===== src/rtl/cluster_feeder_pkg.sv =====
// Shared definitions for the PE cluster feeder: default geometry, derived
// widths and the sequencer state encoding.
package cluster_feeder_pkg;

  localparam int DEF_DATA_BITWIDTH     = 16;
  localparam int DEF_GLB_ADDR_BITWIDTH = 12;
  localparam int DEF_X_DIM             = 5;
  localparam int DEF_W_COUNT           = 15;
  localparam int DEF_A_COUNT           = 25;
  localparam int DEF_CAP_DELAY         = 1;
  localparam int DEF_TIMEOUT           = 1023;

  localparam int PSUM_BITWIDTH = DEF_DATA_BITWIDTH * DEF_X_DIM;
  localparam int W_CNT_BITS    = $clog2(DEF_W_COUNT + 1);
  localparam int A_CNT_BITS    = $clog2(DEF_A_COUNT + 1);
  localparam int TMO_CNT_BITS  = $clog2(DEF_TIMEOUT + 1);

  typedef enum logic [2:0] {
    S_IDLE      = 3'd0,
    S_RD_W      = 3'd1,
    S_RD_A      = 3'd2,
    S_WAIT_LOAD = 3'd3,
    S_START     = 3'd4,
    S_WAIT_COMP = 3'd5,
    S_CAPTURE   = 3'd6,
    S_OUT       = 3'd7
  } feeder_state_e;

  function automatic int max_int(input int a, input int b);
    return (a > b) ? a : b;
  endfunction

endpackage


===== src/rtl/cluster_feeder_glb_stream_reader.sv =====
// Issues a run of sequential GLB reads from a base address and presents the
// returned words one cycle later as a valid/data pair.
module cluster_feeder_glb_stream_reader #(
  parameter int DW = 16,
  parameter int AW = 12,
  parameter int LW = 5
) (
  input  logic          clk,
  input  logic          reset,
  input  logic          start,
  input  logic [AW-1:0] base,
  input  logic [LW-1:0] len,
  input  logic [DW-1:0] glb_rd_data,
  output logic          rd_en,
  output logic [AW-1:0] rd_addr,
  output logic          last,
  output logic          out_valid,
  output logic [DW-1:0] out_data
);

  logic          active_q, active_d;
  logic [AW-1:0] addr_q, addr_d;
  logic [LW-1:0] rem_q, rem_d;
  logic          valid_q, valid_d;

  // A start on the final read of one run chains the next run with no gap.
  always_comb begin
    active_d = active_q;
    addr_d   = addr_q;
    rem_d    = rem_q;
    valid_d  = active_q;
    if (start) begin
      active_d = 1'b1;
      addr_d   = base;
      rem_d    = len - LW'(1);
    end else if (active_q) begin
      if (rem_q == {LW{1'b0}}) begin
        active_d = 1'b0;
      end else begin
        addr_d = addr_q + AW'(1);
        rem_d  = rem_q - LW'(1);
      end
    end else begin
      active_d = 1'b0;
    end
  end

  always_ff @(posedge clk) begin
    if (reset) begin
      active_q <= 1'b0;
      addr_q   <= {AW{1'b0}};
      rem_q    <= {LW{1'b0}};
      valid_q  <= 1'b0;
    end else begin
      active_q <= active_d;
      addr_q   <= addr_d;
      rem_q    <= rem_d;
      valid_q  <= valid_d;
    end
  end

  assign rd_en     = active_q;
  assign rd_addr   = addr_q;
  assign last      = active_q && (rem_q == {LW{1'b0}});
  assign out_valid = valid_q;
  assign out_data  = valid_q ? glb_rd_data : {DW{1'b0}};

endmodule


===== src/rtl/cluster_feeder.sv =====
// Feeds one PE cluster: streams weights then activations from the GLB, starts
// the compute, captures the psum vector and hands it out over valid/ready.
module cluster_feeder
  import cluster_feeder_pkg::*;
#(
  parameter int DATA_BITWIDTH     = DEF_DATA_BITWIDTH,
  parameter int GLB_ADDR_BITWIDTH = DEF_GLB_ADDR_BITWIDTH,
  parameter int X_dim             = DEF_X_DIM,
  parameter int W_COUNT           = DEF_W_COUNT,
  parameter int A_COUNT           = DEF_A_COUNT,
  parameter int CAP_DELAY         = DEF_CAP_DELAY,
  parameter int TIMEOUT           = DEF_TIMEOUT
) (
  input  logic                             clk,
  input  logic                             reset,
  input  logic                             cmd_valid,
  output logic                             cmd_ready,
  input  logic [GLB_ADDR_BITWIDTH-1:0]     cmd_w_base,
  input  logic [GLB_ADDR_BITWIDTH-1:0]     cmd_a_base,
  input  logic                             cmd_acc,
  output logic                             glb_rd_en,
  output logic [GLB_ADDR_BITWIDTH-1:0]     glb_rd_addr,
  input  logic [DATA_BITWIDTH-1:0]         glb_rd_data,
  output logic [DATA_BITWIDTH-1:0]         cl_filt_in,
  output logic [DATA_BITWIDTH-1:0]         cl_act_in,
  output logic                             cl_load_en_wght,
  output logic                             cl_load_en_act,
  output logic                             cl_start,
  output logic [DATA_BITWIDTH*X_dim-1:0]   cl_pe_before,
  input  logic                             cl_load_done,
  input  logic                             cl_compute_done,
  input  logic [DATA_BITWIDTH*X_dim-1:0]   cl_pe_out,
  output logic                             psum_valid,
  input  logic                             psum_ready,
  output logic [DATA_BITWIDTH*X_dim-1:0]   psum_data,
  output logic                             err_timeout
);

  localparam int PW    = DATA_BITWIDTH * X_dim;
  localparam int AW    = GLB_ADDR_BITWIDTH;
  localparam int LEN_W = $clog2(max_int(W_COUNT, A_COUNT) + 1);
  localparam int TMO_W = $clog2(TIMEOUT + 1);
  localparam int CAP_W = $clog2(CAP_DELAY + 1);

  localparam logic [LEN_W-1:0] W_LEN    = LEN_W'(W_COUNT);
  localparam logic [LEN_W-1:0] A_LEN    = LEN_W'(A_COUNT);
  localparam logic [TMO_W-1:0] TMO_LAST = TMO_W'(TIMEOUT - 1);
  localparam logic [CAP_W-1:0] CAP_LAST = CAP_W'(CAP_DELAY - 1);

  feeder_state_e  state_q, state_d;
  logic [AW-1:0]  a_base_q, a_base_d;
  logic           acc_q, acc_d;
  logic           err_q, err_d;
  logic [PW-1:0]  pe_before_q, pe_before_d;
  logic [PW-1:0]  psum_q, psum_d;
  logic [TMO_W-1:0] tmo_q, tmo_d;
  logic [CAP_W-1:0] cap_q, cap_d;
  logic           act_ph_q, act_ph_d;
  logic           done_prev_q;

  logic             rd_start;
  logic [AW-1:0]    rd_base;
  logic [LEN_W-1:0] rd_len;
  logic             rd_last;
  logic             rd_valid;
  logic [DATA_BITWIDTH-1:0] rd_data;

  cluster_feeder_glb_stream_reader #(
    .DW (DATA_BITWIDTH),
    .AW (AW),
    .LW (LEN_W)
  ) u_reader (
    .clk         (clk),
    .reset       (reset),
    .start       (rd_start),
    .base        (rd_base),
    .len         (rd_len),
    .glb_rd_data (glb_rd_data),
    .rd_en       (glb_rd_en),
    .rd_addr     (glb_rd_addr),
    .last        (rd_last),
    .out_valid   (rd_valid),
    .out_data    (rd_data)
  );

  // Sequencer next-state; the reader is re-armed with the activation run on
  // the last weight read so the two load streams abut.
  always_comb begin
    state_d     = state_q;
    a_base_d    = a_base_q;
    acc_d       = acc_q;
    err_d       = err_q;
    pe_before_d = pe_before_q;
    psum_d      = psum_q;
    tmo_d       = tmo_q;
    cap_d       = cap_q;
    act_ph_d    = (state_q == S_RD_A);
    rd_start    = 1'b0;
    rd_base     = cmd_w_base;
    rd_len      = W_LEN;
    case (state_q)
      S_IDLE: begin
        if (cmd_valid) begin
          a_base_d    = cmd_a_base;
          acc_d       = cmd_acc;
          err_d       = 1'b0;
          pe_before_d = cmd_acc ? psum_q : {PW{1'b0}};
          rd_start    = 1'b1;
          state_d     = S_RD_W;
        end else begin
          state_d = S_IDLE;
        end
      end
      S_RD_W: begin
        if (rd_last) begin
          rd_start = 1'b1;
          rd_base  = a_base_q;
          rd_len   = A_LEN;
          state_d  = S_RD_A;
        end else begin
          state_d = S_RD_W;
        end
      end
      S_RD_A: begin
        if (!glb_rd_en && rd_valid) begin
          tmo_d   = {TMO_W{1'b0}};
          state_d = S_WAIT_LOAD;
        end else begin
          state_d = S_RD_A;
        end
      end
      S_WAIT_LOAD: begin
        if (cl_load_done) begin
          state_d = S_START;
        end else if (tmo_q == TMO_LAST) begin
          err_d   = 1'b1;
          state_d = S_IDLE;
        end else begin
          tmo_d = tmo_q + TMO_W'(1);
        end
      end
      S_START: begin
        tmo_d   = {TMO_W{1'b0}};
        state_d = S_WAIT_COMP;
      end
      S_WAIT_COMP: begin
        if (cl_compute_done && !done_prev_q) begin
          cap_d   = {CAP_W{1'b0}};
          state_d = S_CAPTURE;
        end else if (tmo_q == TMO_LAST) begin
          err_d   = 1'b1;
          state_d = S_IDLE;
        end else begin
          tmo_d = tmo_q + TMO_W'(1);
        end
      end
      S_CAPTURE: begin
        if (cap_q == CAP_LAST) begin
          psum_d  = cl_pe_out;
          state_d = S_OUT;
        end else begin
          cap_d = cap_q + CAP_W'(1);
        end
      end
      S_OUT: begin
        if (psum_ready) begin
          state_d = S_IDLE;
        end else begin
          state_d = S_OUT;
        end
      end
      default: begin
        state_d = S_IDLE;
      end
    endcase
  end

  // State and datapath registers; compute_done is sampled every cycle so the
  // previous value is already valid on the first WAIT_COMP cycle.
  always_ff @(posedge clk) begin
    if (reset) begin
      state_q     <= S_IDLE;
      a_base_q    <= {AW{1'b0}};
      acc_q       <= 1'b0;
      err_q       <= 1'b0;
      pe_before_q <= {PW{1'b0}};
      psum_q      <= {PW{1'b0}};
      tmo_q       <= {TMO_W{1'b0}};
      cap_q       <= {CAP_W{1'b0}};
      act_ph_q    <= 1'b0;
      done_prev_q <= 1'b0;
    end else begin
      state_q     <= state_d;
      a_base_q    <= a_base_d;
      acc_q       <= acc_d;
      err_q       <= err_d;
      pe_before_q <= pe_before_d;
      psum_q      <= psum_d;
      tmo_q       <= tmo_d;
      cap_q       <= cap_d;
      act_ph_q    <= act_ph_d;
      done_prev_q <= cl_compute_done;
    end
  end

  assign cmd_ready       = (state_q == S_IDLE);
  assign cl_start        = (state_q == S_START);
  assign psum_valid      = (state_q == S_OUT);
  assign psum_data       = psum_q;
  assign cl_pe_before    = pe_before_q;
  assign err_timeout     = err_q;
  assign cl_load_en_wght = rd_valid && !act_ph_q;
  assign cl_load_en_act  = rd_valid && act_ph_q;
  assign cl_filt_in      = cl_load_en_wght ? rd_data : {DATA_BITWIDTH{1'b0}};
  assign cl_act_in       = cl_load_en_act ? rd_data : {DATA_BITWIDTH{1'b0}};

endmodule


===== config.mk =====
export PLATFORM = sky130hd
export DESIGN_NAME = cluster_feeder
export DESIGN_NICKNAME = d
export VERILOG_FILES = /design/src/rtl/cluster_feeder_pkg.sv /design/src/rtl/cluster_feeder_glb_stream_reader.sv /design/src/rtl/cluster_feeder.sv
export SDC_FILE = /design/constraint.sdc
export NUM_CORES = 1
export LEC_CHECK = 0
export CAP_MARGIN = 20
export CORE_MARGIN = 10
export CORE_UTILIZATION = 39
export CTS_CLUSTER_DIAMETER = 120
export DETAILED_ROUTE_END_ITERATION = 10
export GPL_ROUTABILITY_DRIVEN = 0
export PLACE_DENSITY = 0.76
export SYNTH_ARGS = -nofsm -noshare
export SYNTH_HDL_FRONTEND = slang
export SYNTH_HIERARCHICAL = 1
export SYNTH_SLANG_ARGS = --single-unit

===== constraint.sdc =====
create_clock -name clk -period 3.6 [get_ports clk]
set_clock_uncertainty 0.05 [all_clocks]
set_input_delay 0.9 -clock clk [delete_from_list [all_inputs] [get_ports clk]]
set_output_delay 0.9 -clock clk [all_outputs]
set_load 0.02 [all_outputs]

==> run summary <==
CRITICAL PATH
--------------------------------------------------------------------------------
Crit start category                                                    input pin
Kind of critical path                                                  in -> out
Reg-to-reg critical path endpoint                                   u_reader/rem_q[4]$_SDFFE_PP0P_
Length in cells of the worst reg-to-reg path                                  11
Largest fanout on the critical path                                            2
Worst EP required                                                        2.65 ns
FF-to-FF Start                                                      u_reader/rem_q[1]$_SDFFE_PP0P_
Register-to-register path setup slack                                    0.49 ns
Data arrival time of the worst path                                      2.27 ns
Sort of element at the end of the critical path                      output port

YOSYS
--------------------------------------------------------------------------------
Top cell type's share of synthesized area                                  51.3%
Number of instances in the synthesized netlist                               899
FF+latch count, synth                                                        207
Top post-synthesis cells by count                                   dfxtp_1 (207), nand2_1 (203), a21oi_1 (110)
Most frequent cell after synthesis                                       dfxtp_1
Cell type with the largest total area after synthesis                    dfxtp_1
Synth warnings                                                                 6
Netlist Area Pre-Place                                                8080 sq um
Main synth FF type                                                       dfxtp_1
Average size of a mapped cell                                         8.98 sq um
EDFF count, synth                                                              0
Async SR Flop Fraction                                                        0%
Share of synthesized area occupied by flip-flops and latches               51.3%
Synth unique cells                                                            61
Cell types occupying the most area after synthesis                  dfxtp_1 (51%), nand2_1 (9.4%), a22o_1 (8.7%), a21oi_1 (6.8%), and2_1 (2.7%)

FLOORPLAN
--------------------------------------------------------------------------------
Die Ht                                                                    164 um
I/O pins                                                                     338
Placeable core region                                                20300 sq um
Die Outline Area                                                     26900 sq um
Number of rows created at floorplan                                           52
Horizontal extent of the die                                              164 um
Effective utilization at floorplan                                         39.8%

ROUTING
--------------------------------------------------------------------------------
Number of detailed-routing iterations run before antenna repair                6
Per-cell via count in the routed design                                     5.16
Detailed Route WL                                                       28400 um
Initial DRC Count                                                            441
DR vias                                                                     7774
Final antenna-violating net count                                              0
Wirelength per Cell                                                      18.8 um
Post-route DRC violation count                                                 0

PWR
--------------------------------------------------------------------------------
Leakage power total                                                      4.46 nW
Overall power of the completed layout                                    5.40 mW
Cell Pwr Density                                                     433 nW/um^2
Worst-case vdd ir drop                                                0.000413 V

TIMING
--------------------------------------------------------------------------------
Final critical-path setup slack                                         0.385 ns
Min cycle time layout                                                    3.22 ns
Actual transition at the worst max-transition pin                       0.642 ns
Max frequency                                                            311 MHz
Slew HR                                                                    57.1%
Number of max-slew violations in the final report                              0
Hold Slack                                                              0.402 ns
Final setup TNS                                                             0 ns
Unrepaired setup endpoints after global routing                               no
Final Setup Violations                                                         0
Tcrit/Tclk final                                                           89.3%
Final count of hold timing violations                                          0

FINAL LAYOUT
--------------------------------------------------------------------------------
Final nets                                                                  1350
Area delta synth->final                                                    54.2%
Share of cells above drive strength 1                                      6.47%

CTS
--------------------------------------------------------------------------------
Clock Pin Slew Worst Setup and Hold Paths                                0.05 ns
Resized cells post-CTS                                                         0
Clk root buf                                                           clkbuf_16
CTS H-tree depth                                                               1
Clock buffer count from CTS                                                   24
TritonCTS sink count                                                         207
Clock latency reported for the late side of the worst-skew pair          0.51 ns
# Post-CTS Setup Buffers                                                       0
Clock tree from TritonCTS                                                   done
Post-CTS Hold Buffers                                                          0
Buffer levels on the longest clock path                                        3

HOLD PATH
--------------------------------------------------------------------------------
Worst hold path endpoint                                            a_base_q[6]$_SDFFE_PP0P_
Tightest Hold Check Type                                              reg -> reg
Min-Delay Path Depth                                                           2
Startpoint of the lowest-slack hold path                            a_base_q[6]$_SDFFE_PP0P_

GLOBAL ROUTE
--------------------------------------------------------------------------------
Vias in the first global route                                              7449
Wire length of the first global-routing pass                            42700 um
GRT Util Overall                                                           19.6%
Final global-route overflow total                                              0
Maximum number of pins on one net before global-route repair                  58
Number of antenna violations at the first check in global routing              1

PLACE
--------------------------------------------------------------------------------
Post-DP HPWL                                                            20600 um
Number of buffers added on ports                                             337
Worst setup slack before clock tree synthesis                           0.388 ns

RUN
--------------------------------------------------------------------------------
Count of max-cap constraint violations                                         0

STATUS
--------------------------------------------------------------------------------
Status                                                              finished clean

## metal layers
layer / up-vias / share of wire [%] / global-route usage, %
met1: 3629 / 41 / 23.3
li1: 3793 / - / -
met2: 304 / 49 / 34.3
met3: 48 / 6.6 / 4.28
met4: 0 / 3.3 / 6.42
met5: - / 0 / 0
## power by group
group          switching [mW]  internal [mW]
Sequential             0.0762           2.35
Clock                   0.958           1.34
Combinational           0.349          0.327
Total                    1.38           4.01
## registers in the layout, summed over array words and instances, names as in the netlist
register            cells
cl_pe_before           80
psum_data              80
a_base_q               12
u_reader/rd_addr       12
tmo_q                  10
u_reader/rem_q          5
state_q                 3
act_ph_q                1
done_prev_q             1
err_timeout             1
u_reader/out_valid      1
u_reader/rd_en          1
## layout by cell type, fill, tap and decap left out, drive strengths merged, types with 20 or more instances in the layout
| cell | Yosys | layout |
|---|---|---|
| and3 | 22 | 22 |
| nand2 | 203 | 203 |
| a22o | 80 | 80 |
| clkdlybuf4s50 | 0 | 336 |
| dfxtp | 207 | 207 |
| and2 | 35 | 35 |
| buf | 33 | 21 |
| a21oi | 111 | 111 |
| nor2 | 20 | 20 |
| clkbuf | 34 | 33 |
## worst max-delay path by stage
stage	endpoint	slack, ns	from
after global placement	cl_act_in[12]	0.40	glb_rd_data[12]
after CTS	cl_act_in[11]	0.39	glb_rd_data[11]
after global routing	u_reader/rem_q[4]$_SDFFE_PP0P_	0.21	u_reader/rem_q[1]$_SDFFE_PP0P_
after detailed placement	cl_act_in[11]	0.39	glb_rd_data[11]
after floorplan	u_reader/rem_q[4]$_SDFFE_PP0P_	0.25	u_reader/rem_q[1]$_SDFFE_PP0P_
final	cl_act_in[13]	0.38	glb_rd_data[13]
## stage by stage
step           instance area, sq um  util, %  instances
4_1_cts                       12500     61.4       1506
3_3_place_gp                  11700     57.6       1463
2_1_floorplan                  8090        -        903
6_report                      12500     61.4       1507
3_5_place_dp                  11700     57.6       1463
5_1_grt                       12500     61.4       1507
## final cells by class
| type | instances | area (sq um) |
|---|---|---|
| multi-input combinational | 619 | 3630 |
| timing repair buffer | 357 | 3550 |
| sequential | 207 | 4140 |
| antenna | 1 | 2.50 |
| tap | 270 | 338 |
| clock buffer | 33 | 684 |
| fill | 1768 | 7840 |
| inverter | 10 | 37.5 |
| clock inverter | 10 | 73.8 |
## worst max-delay path, stage by stage
cell and delay [ns]:
clkdlybuf4s50_1 0.45, and2_1 0.15, and3_1 0.16, clkdlybuf4s50_1 0.61
## logic make-up (layout without fill, tap and decap cells)
group                      after synthesis  after routing  synth area share, %
AOI/OAI and AO/OA                      247            247                 20.9
xor gates and xnor gates                 7              7                0.759
adders and majority gates                4              4                0.620
buffers and inverters                   77            410                 4.24
DFF                                    207            207                 51.3
muxes                                   16             16                 2.17
other                                    1              6               0.0464
and+or+nand+nor                        340            340                 19.9
No activity file was read; power rests on OpenSTA's default activity.
